`src/rtl/irb_pkg.sv`:
```
// irb_pkg: shared constants and types for the IRB result-buffer stage.
//   IRB_DW/IRB_AW  default pixel and address widths
//   IRB_DEPTH      frame size in pixels
//   IRB_CKW        checksum width (pixel width + address width)
//   irb_state_e    capture/stream FSM states
package irb_pkg;

    localparam int unsigned IRB_DW    = 8;
    localparam int unsigned IRB_AW    = 6;
    localparam int unsigned IRB_DEPTH = 64;
    localparam int unsigned IRB_CKW   = IRB_DW + IRB_AW;

    typedef enum logic [1:0] {
        CAPTURE = 2'd0,
        PRIME   = 2'd1,
        STREAM  = 2'd2,
        WAIT    = 2'd3
    } irb_state_e;

endpackage

```
`src/rtl/irb_if.sv`:
```
// irb_if: LCD-controller write port, done level and the replay pixel stream.
//   IRB_RW/IRB_A/IRB_D  controller write port (IRB_RW low = write)
//   lcd_done            controller frame-complete level
//   pix_valid/pix_ready valid/ready handshake of the replay stream
//   pix_data/pix_addr   streamed pixel and its raster index
//   pix_last            high with the final pixel of the frame
// master: controller + downstream consumer side; slave: irb_capture.
interface irb_if
    import irb_pkg::*;
#(
    parameter int unsigned DW = IRB_DW,
    parameter int unsigned AW = IRB_AW
);

    logic          IRB_RW;
    logic [AW-1:0] IRB_A;
    logic [DW-1:0] IRB_D;
    logic          lcd_done;
    logic          pix_ready;
    logic          pix_valid;
    logic [DW-1:0] pix_data;
    logic [AW-1:0] pix_addr;
    logic          pix_last;

    modport master (
        output IRB_RW, IRB_A, IRB_D, lcd_done, pix_ready,
        input  pix_valid, pix_data, pix_addr, pix_last
    );

    modport slave (
        input  IRB_RW, IRB_A, IRB_D, lcd_done, pix_ready,
        output pix_valid, pix_data, pix_addr, pix_last
    );

endinterface

```
`src/rtl/irb_mem.sv`:
```
// irb_mem: 2**AW x DW frame store, synchronous write, asynchronous read.
//   clk          write clock
//   we/waddr/wdata  write port, captured on the rising edge
//   raddr/rdata  combinational read port
// Contents are deliberately not reset.
module irb_mem
    import irb_pkg::*;
#(
    parameter int unsigned DW = IRB_DW,
    parameter int unsigned AW = IRB_AW
) (
    input  logic          clk,
    input  logic          we,
    input  logic [AW-1:0] waddr,
    input  logic [DW-1:0] wdata,
    input  logic [AW-1:0] raddr,
    output logic [DW-1:0] rdata
);

    localparam int unsigned DEPTH = 1 << AW;

    logic [DW-1:0] mem_q [DEPTH];

    // Write port
    always_ff @(posedge clk) begin
        if (we) begin
            mem_q[waddr] <= wdata;
        end
    end

    assign rdata = mem_q[raddr];

endmodule

```
`src/rtl/irb_capture.sv`:
```
// irb_capture: captures the frame written by the LCD controller and replays
// it in raster order over a valid/ready stream once lcd_done rises.
//   clk, reset    rising-edge clock, synchronous active-high reset
//   bus           irb_if.slave: write port, lcd_done, pixel stream
//   frame_err     sticky: frame incomplete at done, or write during stream
//   wr_count      distinct addresses written this frame (0..2**AW)
//   stream_done   one-cycle pulse after the final handshake
//   checksum      (IRB_CHECKSUM_EN only) sum of the streamed pixels
// Optional feature macro: IRB_CHECKSUM_EN.
module irb_capture
    import irb_pkg::*;
#(
    parameter int unsigned DW = IRB_DW,
    parameter int unsigned AW = IRB_AW
) (
    input  logic          clk,
    input  logic          reset,
    irb_if.slave          bus,
    output logic          frame_err,
    output logic [AW:0]   wr_count,
    output logic          stream_done
`ifdef IRB_CHECKSUM_EN
    ,
    output logic [DW+AW-1:0] checksum
`endif
);

    localparam int unsigned DEPTH     = 1 << AW;
    localparam logic [AW-1:0] LAST_ADDR = AW'(DEPTH - 1);
    localparam logic [AW:0]   FULL_CNT  = (AW+1)'(DEPTH);

    irb_state_e       state_q, state_d;
    logic [DEPTH-1:0] written_q, written_d;
    logic [AW:0]      wr_count_q, wr_count_d;
    logic             pix_valid_q, pix_valid_d;
    logic [DW-1:0]    pix_data_q, pix_data_d;
    logic [AW-1:0]    pix_addr_q, pix_addr_d;
    logic             frame_err_q, frame_err_d;
    logic             stream_done_q, stream_done_d;

`ifdef IRB_CHECKSUM_EN
    localparam int unsigned CKW = DW + AW;
    logic [CKW-1:0]   checksum_q, checksum_d;
`endif

    logic             wr_req_c;
    logic             new_addr_c;
    logic [AW:0]      cnt_inc_c;
    logic             hs_c;
    logic             mem_we_c;
    logic [AW-1:0]    rd_addr_c;
    logic [DW-1:0]    rd_data_c;

    irb_mem #(
        .DW (DW),
        .AW (AW)
    ) u_mem (
        .clk   (clk),
        .we    (mem_we_c),
        .waddr (bus.IRB_A),
        .wdata (bus.IRB_D),
        .raddr (rd_addr_c),
        .rdata (rd_data_c)
    );

    // Write bookkeeping: count only first-time addresses, including the
    // write that may coincide with lcd_done.
    assign wr_req_c   = ~bus.IRB_RW;
    assign new_addr_c = wr_req_c & ~written_q[bus.IRB_A];
    assign cnt_inc_c  = wr_count_q + (AW+1)'(new_addr_c);
    assign hs_c       = pix_valid_q & bus.pix_ready;

    // Next-state and datapath
    always_comb begin
        state_d       = state_q;
        written_d     = written_q;
        wr_count_d    = wr_count_q;
        pix_valid_d   = pix_valid_q;
        pix_data_d    = pix_data_q;
        pix_addr_d    = pix_addr_q;
        frame_err_d   = frame_err_q;
        stream_done_d = 1'b0;
        mem_we_c      = 1'b0;
        rd_addr_c     = pix_addr_q + AW'(1);
`ifdef IRB_CHECKSUM_EN
        checksum_d    = checksum_q;
`endif

        case (state_q)
            CAPTURE: begin
                mem_we_c = wr_req_c;
                if (wr_req_c) begin
                    written_d[bus.IRB_A] = 1'b1;
                    wr_count_d           = cnt_inc_c;
                end
                if (bus.lcd_done) begin
                    state_d = PRIME;
                    if (cnt_inc_c < FULL_CNT) begin
                        frame_err_d = 1'b1;
                    end
                end
            end

            PRIME: begin
                rd_addr_c   = '0;
                pix_data_d  = rd_data_c;
                pix_addr_d  = '0;
                pix_valid_d = 1'b1;
`ifdef IRB_CHECKSUM_EN
                checksum_d  = '0;
`endif
                state_d     = STREAM;
            end

            STREAM: begin
                // Writes are dropped while replaying; they only flag the frame.
                if (wr_req_c) begin
                    frame_err_d = 1'b1;
                end
                if (hs_c) begin
`ifdef IRB_CHECKSUM_EN
                    checksum_d = checksum_q + CKW'(pix_data_q);
`endif
                    if (pix_addr_q == LAST_ADDR) begin
                        pix_valid_d   = 1'b0;
                        stream_done_d = 1'b1;
                        state_d       = WAIT;
                    end else begin
                        pix_addr_d = rd_addr_c;
                        pix_data_d = rd_data_c;
                    end
                end
            end

            WAIT: begin
                if (!bus.lcd_done) begin
                    written_d  = '0;
                    wr_count_d = '0;
                    state_d    = CAPTURE;
                end
            end

            default: begin
                state_d = CAPTURE;
            end
        endcase
    end

    // State register
    always_ff @(posedge clk) begin
        if (reset) begin
            state_q       <= CAPTURE;
            written_q     <= '0;
            wr_count_q    <= '0;
            pix_valid_q   <= 1'b0;
            pix_data_q    <= '0;
            pix_addr_q    <= '0;
            frame_err_q   <= 1'b0;
            stream_done_q <= 1'b0;
`ifdef IRB_CHECKSUM_EN
            checksum_q    <= '0;
`endif
        end else begin
            state_q       <= state_d;
            written_q     <= written_d;
            wr_count_q    <= wr_count_d;
            pix_valid_q   <= pix_valid_d;
            pix_data_q    <= pix_data_d;
            pix_addr_q    <= pix_addr_d;
            frame_err_q   <= frame_err_d;
            stream_done_q <= stream_done_d;
`ifdef IRB_CHECKSUM_EN
            checksum_q    <= checksum_d;
`endif
        end
    end

    assign bus.pix_valid = pix_valid_q;
    assign bus.pix_data  = pix_data_q;
    assign bus.pix_addr  = pix_addr_q;
    assign bus.pix_last  = pix_valid_q & (pix_addr_q == LAST_ADDR);
    assign frame_err     = frame_err_q;
    assign wr_count      = wr_count_q;
    assign stream_done   = stream_done_q;
`ifdef IRB_CHECKSUM_EN
    assign checksum      = checksum_q;
`endif

endmodule

```
`src/flat_wrapper.sv`:
```
// flat-port wrapper written by rule: the top's interface ports become plain ports
module irb_capture_flat import irb_pkg::*;
#(
    parameter int unsigned DW = IRB_DW,
    parameter int unsigned AW = IRB_AW
)
  (clk, reset, frame_err, wr_count, stream_done, bus_IRB_RW, bus_IRB_A, bus_IRB_D, bus_lcd_done, bus_pix_ready, bus_pix_valid, bus_pix_data, bus_pix_addr, bus_pix_last);
  irb_if #(.DW(DW), .AW(AW)) bus_i ();
  input  logic clk;
  input  logic reset;
  output logic frame_err;
  output logic [AW:0] wr_count;
  output logic stream_done;
  input wire logic [$bits(bus_i.IRB_RW)-1:0] bus_IRB_RW;
  input wire logic [$bits(bus_i.IRB_A)-1:0] bus_IRB_A;
  input wire logic [$bits(bus_i.IRB_D)-1:0] bus_IRB_D;
  input wire logic [$bits(bus_i.lcd_done)-1:0] bus_lcd_done;
  input wire logic [$bits(bus_i.pix_ready)-1:0] bus_pix_ready;
  output wire logic [$bits(bus_i.pix_valid)-1:0] bus_pix_valid;
  output wire logic [$bits(bus_i.pix_data)-1:0] bus_pix_data;
  output wire logic [$bits(bus_i.pix_addr)-1:0] bus_pix_addr;
  output wire logic [$bits(bus_i.pix_last)-1:0] bus_pix_last;
  assign bus_i.IRB_RW = bus_IRB_RW;
  assign bus_i.IRB_A = bus_IRB_A;
  assign bus_i.IRB_D = bus_IRB_D;
  assign bus_i.lcd_done = bus_lcd_done;
  assign bus_i.pix_ready = bus_pix_ready;
  assign bus_pix_valid = bus_i.pix_valid;
  assign bus_pix_data = bus_i.pix_data;
  assign bus_pix_addr = bus_i.pix_addr;
  assign bus_pix_last = bus_i.pix_last;
  irb_capture #(.DW(DW), .AW(AW)) u_core (.clk(clk), .reset(reset), .bus(bus_i), .frame_err(frame_err), .wr_count(wr_count), .stream_done(stream_done));
endmodule
```
`config.mk`:
```
export PLATFORM = sky130hd
export DESIGN_NAME = irb_capture_flat
export DESIGN_NICKNAME = d
export VERILOG_FILES = /design/src/rtl/irb_pkg.sv /design/src/rtl/irb_if.sv /design/src/rtl/irb_mem.sv /design/src/rtl/irb_capture.sv /design/src/flat_wrapper.sv
export SDC_FILE = /design/constraint.sdc
export NUM_CORES = 1
export LEC_CHECK = 0
export ABC_CLOCK_PERIOD_IN_PS = 4000
export BUFFER_PORTS_ARGS = -buffer_cell sky130_fd_sc_hd__buf_2
export CELL_PAD_IN_SITES_DETAIL_PLACEMENT = 1
export CELL_PAD_IN_SITES_GLOBAL_PLACEMENT = 1
export CORE_UTILIZATION = 50
export DETAILED_ROUTE_END_ITERATION = 6
export PLACE_DENSITY_LB_ADDON = 0.25
export SLEW_MARGIN = 10
export SYNTH_ARGS = -nofsm -noshare
export SYNTH_HDL_FRONTEND = slang
export SYNTH_SLANG_ARGS = --single-unit
export TNS_END_PERCENT = 30
```
`constraint.sdc`:
```
create_clock -name clk -period 4 [get_ports clk]
set_clock_uncertainty 0.15 [all_clocks]
set_input_delay 0.4 -clock clk [delete_from_list [all_inputs] [get_ports clk]]
set_output_delay 0.4 -clock clk [all_outputs]
set_load 0.05 [all_outputs]
```
# After elaboration in Yosys (flattened, before gate mapping)
# Memories as Yosys holds them, arrays and structs flattened.
# Cells that the tools add are included.
[totals] register_bits=90 in_bits=19 word_cells=78 n_memories=1 ramBits=512
[classes] reduce_logical=11 n_addsub=2 n_eq_ne=12 n_bitwise=8 muxes=33 order_cmp=3
[memory_table] name="u_core.u_mem.mem_q" depth=64 word_bits=8 rd=1 rd_clocked_by_memory_dff=0 write_ports=1 line="irb_mem.sv:22" rtl="logic [DW-1:0] mem_q [DEPTH];"
[ops] cell="2-to-1 mux 64 bit" count=2
[ops] cell="one-hot mux 64 bit (2 select lines)" count=1
[ops] cell="bitwise OR 64 bit" count=1
[ops] cell="2-to-1 mux 6 bit" count=3
[ops] cell="2-to-1 mux 8 bit" count=2
[ops] cell="one-hot mux 8 bit (2 select lines)" count=1
[ops] cell="2-to-1 mux 7 bit" count=2
[ops] cell="one-hot mux 7 bit (2 select lines)" count=1
[ops] cell="one-hot mux 6 bit (2 select lines)" count=1
[ops] cell="2-to-1 mux 1 bit" count=11
[ops] cell="!= test 2 bit, second input constant" count=5
[ops] cell="AND reduction 3 bit" count=3
[ops] cell="2-to-1 mux 2 bit" count=4
[ops] cell="one-hot mux 2 bit (4 select lines)" count=1
[ops] cell="AND reduction 4 bit" count=2
[ops] cell="adder 7 x 1 -> 7 bit" count=1
[ops] cell="< comparator 6 x 7 -> 1 bit, second input constant" count=1
[ops] cell="< comparator 7 bit, second input constant" count=1
[ops] cell="adder 6 x 1 -> 6 bit, second input constant" count=1
[ops] cell="binary-select mux 1 bit (select 6 bit)" count=1
[ops] cell="demux 1 bit (select 6 bit)" count=1
[ops] cell="== test 6 bit, second input constant" count=1
[ops] cell="greater-or-equal comparator 6 x 1 -> 1 bit, second input constant" count=1
[ops] cell="!= test 2 x 1 -> 1 bit, second input constant" count=3
[ops] cell="9 further kinds" count=18

# Depth between registers and ports, before layout
# Gate-level depths: netlist of the first run.
[logic_depth] ltp_word=9 mapped_depth=19

# Modules after synthesis
# Synthesis of the first run repeated with hierarchy kept, for this count alone.
[hier_totals] cells_unflattened=1390 hier_area_um2=23936.7
[by_module_without_submodules] module="irb_mem" instances=1 area_per_inst_um2=20006.7 cells_per_inst=932
[by_module_without_submodules] module="irb_capture" instances=1 area_per_inst_um2=3930.0 cells_per_inst=458

# Worst setup path before layout of the first run
# Ideal clock, no wire load.
[synth_path] path_kind="input-to-reg" start="input port bus_IRB_A[0]" end="register u_core.frame_err_q, in the netlist u_core.frame_err" path_buffers=3 t_arrival_ps=2941 setup_slack_ps=844 path_stages=18 cell_sequence="buf_2 > buf_2 > buf_1 > o21ai_0 > nor2_1 > a31oi_1 > o311ai_0 > a21oi_1 > a211oi_1 > ha_1 > ha_1 > nand3_1 > nor2_1 > xnor2_1 > nand2_1 > a21oi_1 > nor2_1 > nor2_1"
[synth_between] elab_chain_cells=8
[synth_rtl] item="start, declared" line="flat_wrapper.sv:15" rtl="input wire logic [$bits(bus_i.IRB_A)-1:0] bus_IRB_A;"
[synth_rtl] item="binary-select mux 1 bit (select 6 bit)" line="irb_capture.sv:69" rtl="assign new_addr_c = wr_req_c & ~written_q[bus.IRB_A];"
[synth_rtl] item="2-to-1 mux 1 bit (not written as such)" line="irb_capture.sv:69"
[synth_rtl] item="inverter 1 bit" line="irb_capture.sv:69"
[synth_rtl] item="AND 1 bit" line="irb_capture.sv:69"
[synth_rtl] item="adder 7 x 1 -> 7 bit" line="irb_capture.sv:70" rtl="assign cnt_inc_c = wr_count_q + (AW+1)'(new_addr_c);"
[synth_rtl] item="< comparator 7 bit" line="irb_capture.sv:98" rtl="if (cnt_inc_c < FULL_CNT) begin"
[synth_rtl] item="!= test 2 x 1 -> 1 bit (no source line)"
[synth_rtl] item="AND reduction 4 bit (no source line)"
[synth_rtl] item="end signal, assigned" line="irb_capture.sv:170" rtl="frame_err_q <= frame_err_d;"
[synth_rtl] item="end, declared" line="irb_capture.sv:38" rtl="logic frame_err_q, frame_err_d;"
# Every way passes these cells. The select of a mux whose other input is x is not followed.
# A chain may end at the register's enable or synchronous reset.

# Worst setup path after layout of the first run
[layout_path] start="register u_core.pix_addr_q[2], in the netlist u_core.bus.pix_addr[2]" end="register u_core.pix_data_q[2], in the netlist u_core.bus.pix_data[2]"
[layout_between] elab_chain_cells=6
[layout_rtl] item="start, declared" line="irb_capture.sv:37" rtl="logic [AW-1:0] pix_addr_q, pix_addr_d;"
[layout_rtl] item="start signal, assigned" line="irb_capture.sv:169" rtl="pix_addr_q <= pix_addr_d;"
[layout_rtl] item="adder 6 x 1 -> 6 bit" line="irb_capture.sv:84" rtl="rd_addr_c = pix_addr_q + AW'(1);"
[layout_rtl] item="2-to-1 mux 6 bit" line="irb_capture.sv:89" rtl="case (state_q)"
[layout_rtl] item="memory read (64 x 8 bit)"
[layout_rtl] item="2-to-1 mux 8 bit" line="irb_capture.sv:124" rtl="if (pix_addr_q == LAST_ADDR) begin"
[layout_rtl] item="2-to-1 mux 8 bit" line="irb_capture.sv:120" rtl="if (hs_c) begin"
[layout_rtl] item="one-hot mux 8 bit (2 select lines)" line="irb_capture.sv:89"
[layout_rtl] item="end signal, assigned" line="irb_capture.sv:168" rtl="pix_data_q <= pix_data_d;"
[layout_rtl] item="end, declared" line="irb_capture.sv:36" rtl="logic [DW-1:0] pix_data_q, pix_data_d;"
# Several ways; a longest one is shown, not always the timed one. The select of a mux whose other input is x is not followed.

==> impl_metrics.py, run 1 <==
metrics = {
    "critical_path": {
        "critPathKind": "flop to flop",
        "arrival_ps": 3830,
        "endpoint_kind": "flop",
        "cp_max_fo": 9,
        "r2r_slack_ps": 580,
        "cp-start-kind": "flop",
        "required_ps": 4410,
    },
    "synthesis": {
        "async_reset_ff_share_pct": 0,
        "netlist_instances": 1714,
        "ys.flop_type": "edfxtp_1",
        "yosysUniqueCellTypes": 68,
        "netlist_area_um2": 24490,
        "synth_compound_area_share_pct": 12.13,
        "synth-adder-area-share_pct": 0.3576,
        "synthMuxAreaShare_pct": 7.259,
        "synth_enable_flop_cells": 512,
        "synth-seq-cells": 602,
        "synth_top_family_by_area": "compound AO/OA/AOI/OAI gates",
        "yosysSeqAreaShare_pct": 70.13,
        "synth_xor_area_share_pct": 0.4444,
        "ys_warn_count": 0,
        "syn_avg_cell_area_um2": 14.29,
        "synth-simple-area-share_pct": 7.177,
        "syn_nets": 1740,
    },
    "placed_design": {
        "gp_congestion": 0.8800,
        "place.port_buffers": 43,
        "dpl_worst_slack_ps": 327.5,
        "place_inst": 2353,
        "hpwl_um": 46910,
        "place_area_um2": 25840,
    },
    "die": {
        "pin_count": 44,
        "die_area_um2": 49880,
        "chipHeight_um": 223.3,
        "core_area_um2": 48050,
        "start_util_pct": 50.98,
        "die_w_um": 223.3,
        "std_cell_rows": 80,
    },
    "routing": {
        "wl_per_cell_um": 29.78,
        "avgViaCountPerCell": 6.663,
        "drtIter0Drc": 1816,
        "vias": 16412,
        "drc": 0,
        "wl_um": 73350,
        "firstDrtPassIters": 5,
        "ant_nets": 0,
    },
    "power_and_ir_drop": {
        "peakVddDrop_mv": 0.4240,
        "power_leakage_nw": 8.938,
        "power_density_nw_per_um2": 536.7,
    },
    "final_layout": {
        "final_area_um2": 27740,
        "antennaDiodeCount": 0,
        "area_delta_synth_final_pct": 13.24,
        "stdcell_count": 2463,
        "fill_cells": 4540,
        "seq_area_um2": 17180,
        "multi_input_area_um2": 6761,
        "drive_gt1_share_pct": 17.86,
        "fin_nets": 1826,
    },
    "grt": {
        "antenna_found_initial": 0,
        "first_global_vias": 16869,
        "gr-total-overflow": 0,
        "grt_start_max_net_pins": 82,
        "grtUsageTotal_pct": 29.69,
        "grt_pass1_wl_um": 109000,
    },
    "clock_tree": {
        "cts_sinks": 602,
        "cts.clk_slew.worst_paths_ps": 60,
        "clock_latency_ps": 610,
        "clock_path_buffers": 3,
        "cts_made_buffers": 59,
        "cts_setup_buffers": 0,
        "tritoncts": "done",
        "htree_levels": 2,
        "root_buffer": "clkbuf_16",
    },
    "timing": {
        "setup_tns_ps": 0,
        "period_share_pct": 85.52,
        "maxSlewViolCount": 0,
        "grt_setup_unrepaired": "no",
        "layout_setup_ws_ps": 579.3,
        "relSlewSlack_pct": 20.48,
        "whs_ps": 79.60,
        "tightest_slew_ps": 1193,
        "setup_viol_count_final": 0,
        "max_freq_mhz": 292.3,
        "period_needed_ps": 3421,
        "hold_viol": 0,
    },
    "status": {
        "status": "completed",
    },
    "flow_run": {
        "maxCapViolCount": 0,
    },
    "min_path": {
        "hold_path_class": "input port to flop",
    },
}
cells in the mapped netlist, drive strengths merged, types with 5 or more instances:
library cell	n	share of area (%)
a211o	6	0.21
a211oi	16	0.49
a21oi	108	2.2
a221o	12	0.49
a221oi	21	0.75
a22o	5	0.18
a22oi	19	0.58
a311oi	6	0.21
a31oi	12	0.31
and2	9	0.23
and3	6	0.15
buf	64	1.4
clkbuf	61	0.93
dfxtp	90	7.4
edfxtp	512	63
ha	7	0.36
inv	8	0.12
mux2	43	2.0
mux2i	46	1.9
mux4	37	3.4
nand2	92	1.4
nand2b	7	0.18
nand3	34	0.69
nand3b	5	0.15
nand4	12	0.31
nor2	188	2.9
nor2b	8	0.20
nor3	11	0.22
nor4	5	0.13
o2111ai	6	0.21
o211ai	14	0.43
o21ai	40	0.82
o221ai	41	1.5
o22a	6	0.21
o22ai	95	2.4
o311ai	5	0.18
or2	5	0.13
or3	6	0.15
xor2	5	0.21
per-stage QoR:
| step | total power [mW] | utilization [%] |
|---|---|---|
| after floorplan | 8.561 | - |
| after global placement | 9.411 | 53.79 |
| after detailed placement | 9.507 | 53.79 |
| after CTS | 14.89 | 57.73 |
| after global routing | 15.29 | 57.73 |
| final | 14.88 | 57.73 |
worst paths after layout:
kind,end,start,depth (start not counted)
worst max register to register,u_core.bus.pix_data[2],u_core.bus.pix_addr[2],8
worst min register to register,u_core.written_q[15],u_core.written_q[15],2
worst min-delay path,u_core.frame_err,bus_lcd_done,5
worst max-delay path,u_core.bus.pix_data[2],u_core.bus.pix_addr[2],8
timing repair:
action / CTS / global route
hold buffers: 1 / 0
endpoints found under the setup margin: 0 / 0
resized for setup: 0 / 0
hold endpoints to repair: 1 / 0
layout make-up:
cell class                 count  share of cell area [%]
clock inverter                35                   1.029
multi-input combinational    978                   24.38
tap                          615                   2.774
clock buffer                  74                   5.752
sequential                   602                   61.94
inverter                       9                  0.1263
timing repair buffer         150                   3.997
where the power goes:
group	total (mW)	leakage, nW	switching (mW)	internal (mW)
logic	2.45	2.68	1.67	0.781
registers	6.97	5.33	0.0784	6.90
clock network	5.46	0.924	2.33	3.12
sequential cells by signal (all words and copies together) (netlist names):
name / flops
u_core.frame_err: 1
u_core.bus.pix_addr: 6
u_core.written_q: 64
u_core.state_q: 2
u_core.bus.pix_data: 8
u_core.stream_done: 1
u_core.wr_count: 7
u_core.u_mem.mem_q: 512
u_core.bus.pix_valid: 1
cell families (layout without fill, tap and decap cells):
logic type               Yosys count  count (layout)
AO/OA/AOI/OAI                    439             439
AND/OR/NAND/NOR                  397             397
multiplexers                     126             126
buffers and inverters            134             268
adder cells (fa/ha/maj)            7               7
flip-flops                       602             602
XOR/XNOR                           9               9
critical path, cell delays in order, from the launching register on:
cell	delay [ps]
dfxtp_1	670
nand3_1	490
xnor2_2	300
nand2_1	420
buf_4	320
o21ai_0	480
nand3_1	200
a31oi_1	210
a211o_1	120
layer usage:
layer  vias to the layer above  routed length, um  GRT usage [%]
met5                         -                  0              0
met4                         0               2540          10.25
met3                       153               5813          5.426
met2                       774              35850          48.87
met1                      8546              29140          39.82
li1                       6939                  -              -
cell usage in the layout (no fill, tap or decap), types with 6 or more instances in the layout:
cell / synthesis / routed
dfxtp_1: 90 / 89
nor3_1: 11 / 11
clkbuf_16: 0 / 61
o21ai_0: 37 / 37
clkbuf_1: 61 / 11
a221oi_1: 21 / 21
nand2b_1: 7 / 6
clkinv_1: 1 / 18
mux4_2: 37 / 37
or3_1: 6 / 6
nand2_1: 92 / 92
buf_12: 0 / 7
clkinv_2: 0 / 12
a31oi_1: 12 / 12
a221o_1: 12 / 12
o211ai_1: 14 / 14
and2_1: 9 / 9
mux2_2: 43 / 43
and3_1: 6 / 6
o2111ai_1: 6 / 6
a21oi_1: 108 / 108
o22a_1: 6 / 6
ha_1: 7 / 6
inv_1: 8 / 6
a311oi_1: 6 / 6
a22oi_1: 19 / 19
edfxtp_1: 512 / 512
nor2_1: 188 / 188
buf_4: 13 / 99
o221ai_1: 41 / 41
nor2b_1: 8 / 7
buf_2: 43 / 43
a211oi_1: 16 / 16
o22ai_1: 95 / 95
nand3_1: 34 / 34
a211o_1: 6 / 6
nand4_1: 12 / 12
mux2i_1: 46 / 46
Power figures use the tool's default switching activity.
==> run 2: changes to the inputs <==
--- a/config.mk
+++ b/config.mk
@@ -5,6 +5,7 @@
 export SDC_FILE = /design/constraint.sdc
 export NUM_CORES = 1
 export LEC_CHECK = 0
+export ABC_AREA = 1
 export ABC_CLOCK_PERIOD_IN_PS = 4000
 export BUFFER_PORTS_ARGS = -buffer_cell sky130_fd_sc_hd__buf_2
 export CELL_PAD_IN_SITES_DETAIL_PLACEMENT = 1
==> impl_metrics.py, run 2 <==
metrics = {
    "status": {
        "status": "completed",
    },
    "die": {
        "chipHeight_um": 231.7,
        "die_w_um": 231.7,
        "std_cell_rows": 83,
        "core_area_um2": 51720,
        "die_area_um2": 53690,
        "start_util_pct": 51.01,
        "pin_count": 44,
    },
    "timing": {
        "max_freq_mhz": 301.2,
        "grt_setup_unrepaired": "no",
        "setup_viol_count_final": 0,
        "period_share_pct": 83.00,
        "maxSlewViolCount": 0,
        "tightest_slew_ps": 1264,
        "period_needed_ps": 3320,
        "hold_viol": 0,
        "relSlewSlack_pct": 15.11,
        "setup_tns_ps": 0,
    },
    "synthesis": {
        "syn_nets": 2663,
        "yosys.area.top_type": "edfxtp_1",
        "ys.flop_type": "edfxtp_1",
        "synth-seq-cells": 602,
        "synth_most_common_cell": "edfxtp_1",
        "synth_top_area_share_pct": 58.28,
        "netlist_instances": 2637,
        "yosysSeqAreaShare_pct": 65.10,
        "yosys-top-cells-area": "edfxtp_1 58%, nand3_1 8.7%, dfxtp_1 6.8%, nand2_1 6.5%, inv_1 6.3%",
        "async_reset_ff_share_pct": 0,
        "ys_warn_count": 0,
        "yosysUniqueCellTypes": 41,
        "synth_enable_flop_cells": 512,
        "synth_common_cells": "512 x edfxtp_1, 460 x nand2_1, 458 x nand3_1",
        "netlist_area_um2": 26380,
        "syn_avg_cell_area_um2": 10.00,
    },
    "clock_tree": {
        "tritoncts": "done",
        "clock_latency_ps": 610,
        "cts_sinks": 602,
        "cts.clk_slew.worst_paths_ps": 60,
        "htree_levels": 3,
        "cts_setup_buffers": 0,
        "cts_made_buffers": 66,
        "clock_path_buffers": 3,
        "root_buffer": "clkbuf_16",
    },
    "placed_design": {
        "hpwl_um": 49440,
        "place_area_um2": 27580,
        "place.port_buffers": 43,
        "place_inst": 3318,
        "gp_congestion": 0.8615,
    },
    "final_layout": {
        "antennaDiodeCount": 0,
        "largest_register_ffs": 512,
        "drive_gt1_share_pct": 10.26,
        "stdcell_count": 3438,
        "area_delta_synth_final_pct": 12.40,
        "final_common_cell": "edfxtp_1",
        "final_cell_mix": "512 x edfxtp_1, 459 x nand2_1, 457 x nand3_1",
        "largest_register": "u_core.u_mem.mem_q",
        "final_core_util_pct": 57.34,
        "fin_nets": 2734,
        "final_area_um2": 29650,
    },
    "routing": {
        "avgViaCountPerCell": 5.738,
        "drtIter0Drc": 1761,
        "ant_nets": 0,
        "wl_um": 81140,
        "wl_per_cell_um": 23.60,
        "drc": 0,
        "firstDrtPassIters": 6,
        "vias": 19727,
    },
    "critical_path": {
        "cp-start-kind": "flop",
        "cp_common_cell": "nand3_1",
        "cp_max_fo": 59,
        "arrival_ps": 3670,
        "slowest_delay_ps": 620,
        "critPathKind": "flop to flop",
        "endpoint_kind": "flop",
        "crit_slowest_cell": "dfxtp_2",
        "path_buf_inv": 4,
        "required_ps": 4350,
        "crit_family": "simple AND/OR/NAND/NOR gates",
        "cp_cell_sequence": "buf_4 > inv_4 > nand2_8 > buf_4 > nand2_1 > nand3_1 > nand3_1 > nand3_1 > nand3_1 > nand3_1 > nand3_1 > nand2_1 > inv_1",
    },
    "grt": {
        "gr-total-overflow": 0,
        "grt_pass1_wl_um": 123100,
        "grt_start_max_net_pins": 69,
        "antenna_found_initial": 1,
        "grtUsageTotal_pct": 30.66,
        "first_global_vias": 20716,
    },
    "power_and_ir_drop": {
        "power_density_nw_per_um2": 584.5,
        "peakVddDrop_mv": 0.4075,
        "power_leakage_nw": 11.98,
    },
    "min_path": {
        "hold_path_class": "input port to flop",
    },
    "flow_run": {
        "maxCapViolCount": 0,
    },
}
## run 2: cell count changes in the layout (fill, tap and decap cells not counted), moves of 37 or more
cell | previous run | this run
mux2_2 | 43 | 0
nor3_1 | 11 | 63
a21oi_1 | 108 | 59
o221ai_1 | 41 | 1
mux2i_1 | 46 | 0
inv_1 | 6 | 441
o22ai_1 | 95 | 19
mux4_2 | 37 | 0
nand3_1 | 34 | 457
nand2_1 | 92 | 459
## run 2: through the flow
step	setup WS (ps)	hold slack [ps]	total power, mW
2_1_floorplan	1149	285.9	10.16
3_3_place_gp	754.3	294.2	11.32
3_5_place_dp	742.3	297.6	11.51
4_1_cts	715.1	69.93	17.36
5_1_grt	518.7	97.63	18.00
6_report	680.0	98.43	17.33
## run 2: metal layers
layer	wire (um)	vias up	part of all wire, %	track usage, %
li1	-	8875	-	-
met1	32900	10025	41	38.92
met2	40630	658	50	52.77
met3	4631	169	5.7	4.777
met4	2981	0	3.7	11.60
met5	0	-	0	0
## run 2: power by group
part,internal (mW),switching (mW),leakage [nW]
registers,6.89,0.0920,5.33
clock network,3.36,2.51,0.999
logic,1.21,3.26,5.65
## run 2: worst paths after layout
check | from | end | slack (ps) | cells past startpoint
worst max register to register | u_core.bus.pix_addr[0] | u_core.bus.pix_data[5] | 680 | 13
worst min-delay path | bus_lcd_done | u_core.state_q[1] | 100 | 5
worst max-delay path | u_core.bus.pix_addr[0] | u_core.bus.pix_data[5] | 680 | 13
worst min register to register | u_core.frame_err | u_core.frame_err | 300 | 2
## run 2: repair_timing
action	in CTS	in global routing
gates resized for setup	0	0
hold endpoints to repair	6	0
hold buffers	2	0
## run 2: cell type report
cell class | instances | area (um^2)
clock buffer | 90 | 1802
timing repair buffer | 155 | 1186
clock inverter | 28 | 235.2
fill | 5678 | 22060
inverter | 455 | 1715
multi-input combinational | 1428 | 6686
sequential | 602 | 17180
tap | 680 | 850.8
## run 2: logic make-up (layout without fill, tap and decap cells)
group                      count (synthesis)  count (layout)  share of synthesized area, %
AOI/OAI and AO/OA                        205             205                         4.339
adders and majority gates                  7               7                        0.3320
buffers and inverters                    607             728                         9.751
and+or+nand+nor                         1214            1214                         20.41
xor gates and xnor gates                   2               2                       0.06641
DFF                                      602             602                         65.10
## run 2: tightest hold or removal path, cell delays in order
cell and delay [ps]:
buf_2 90, nand2_1 80, nand2_1 100, nor3_1 50, nor2_1 90
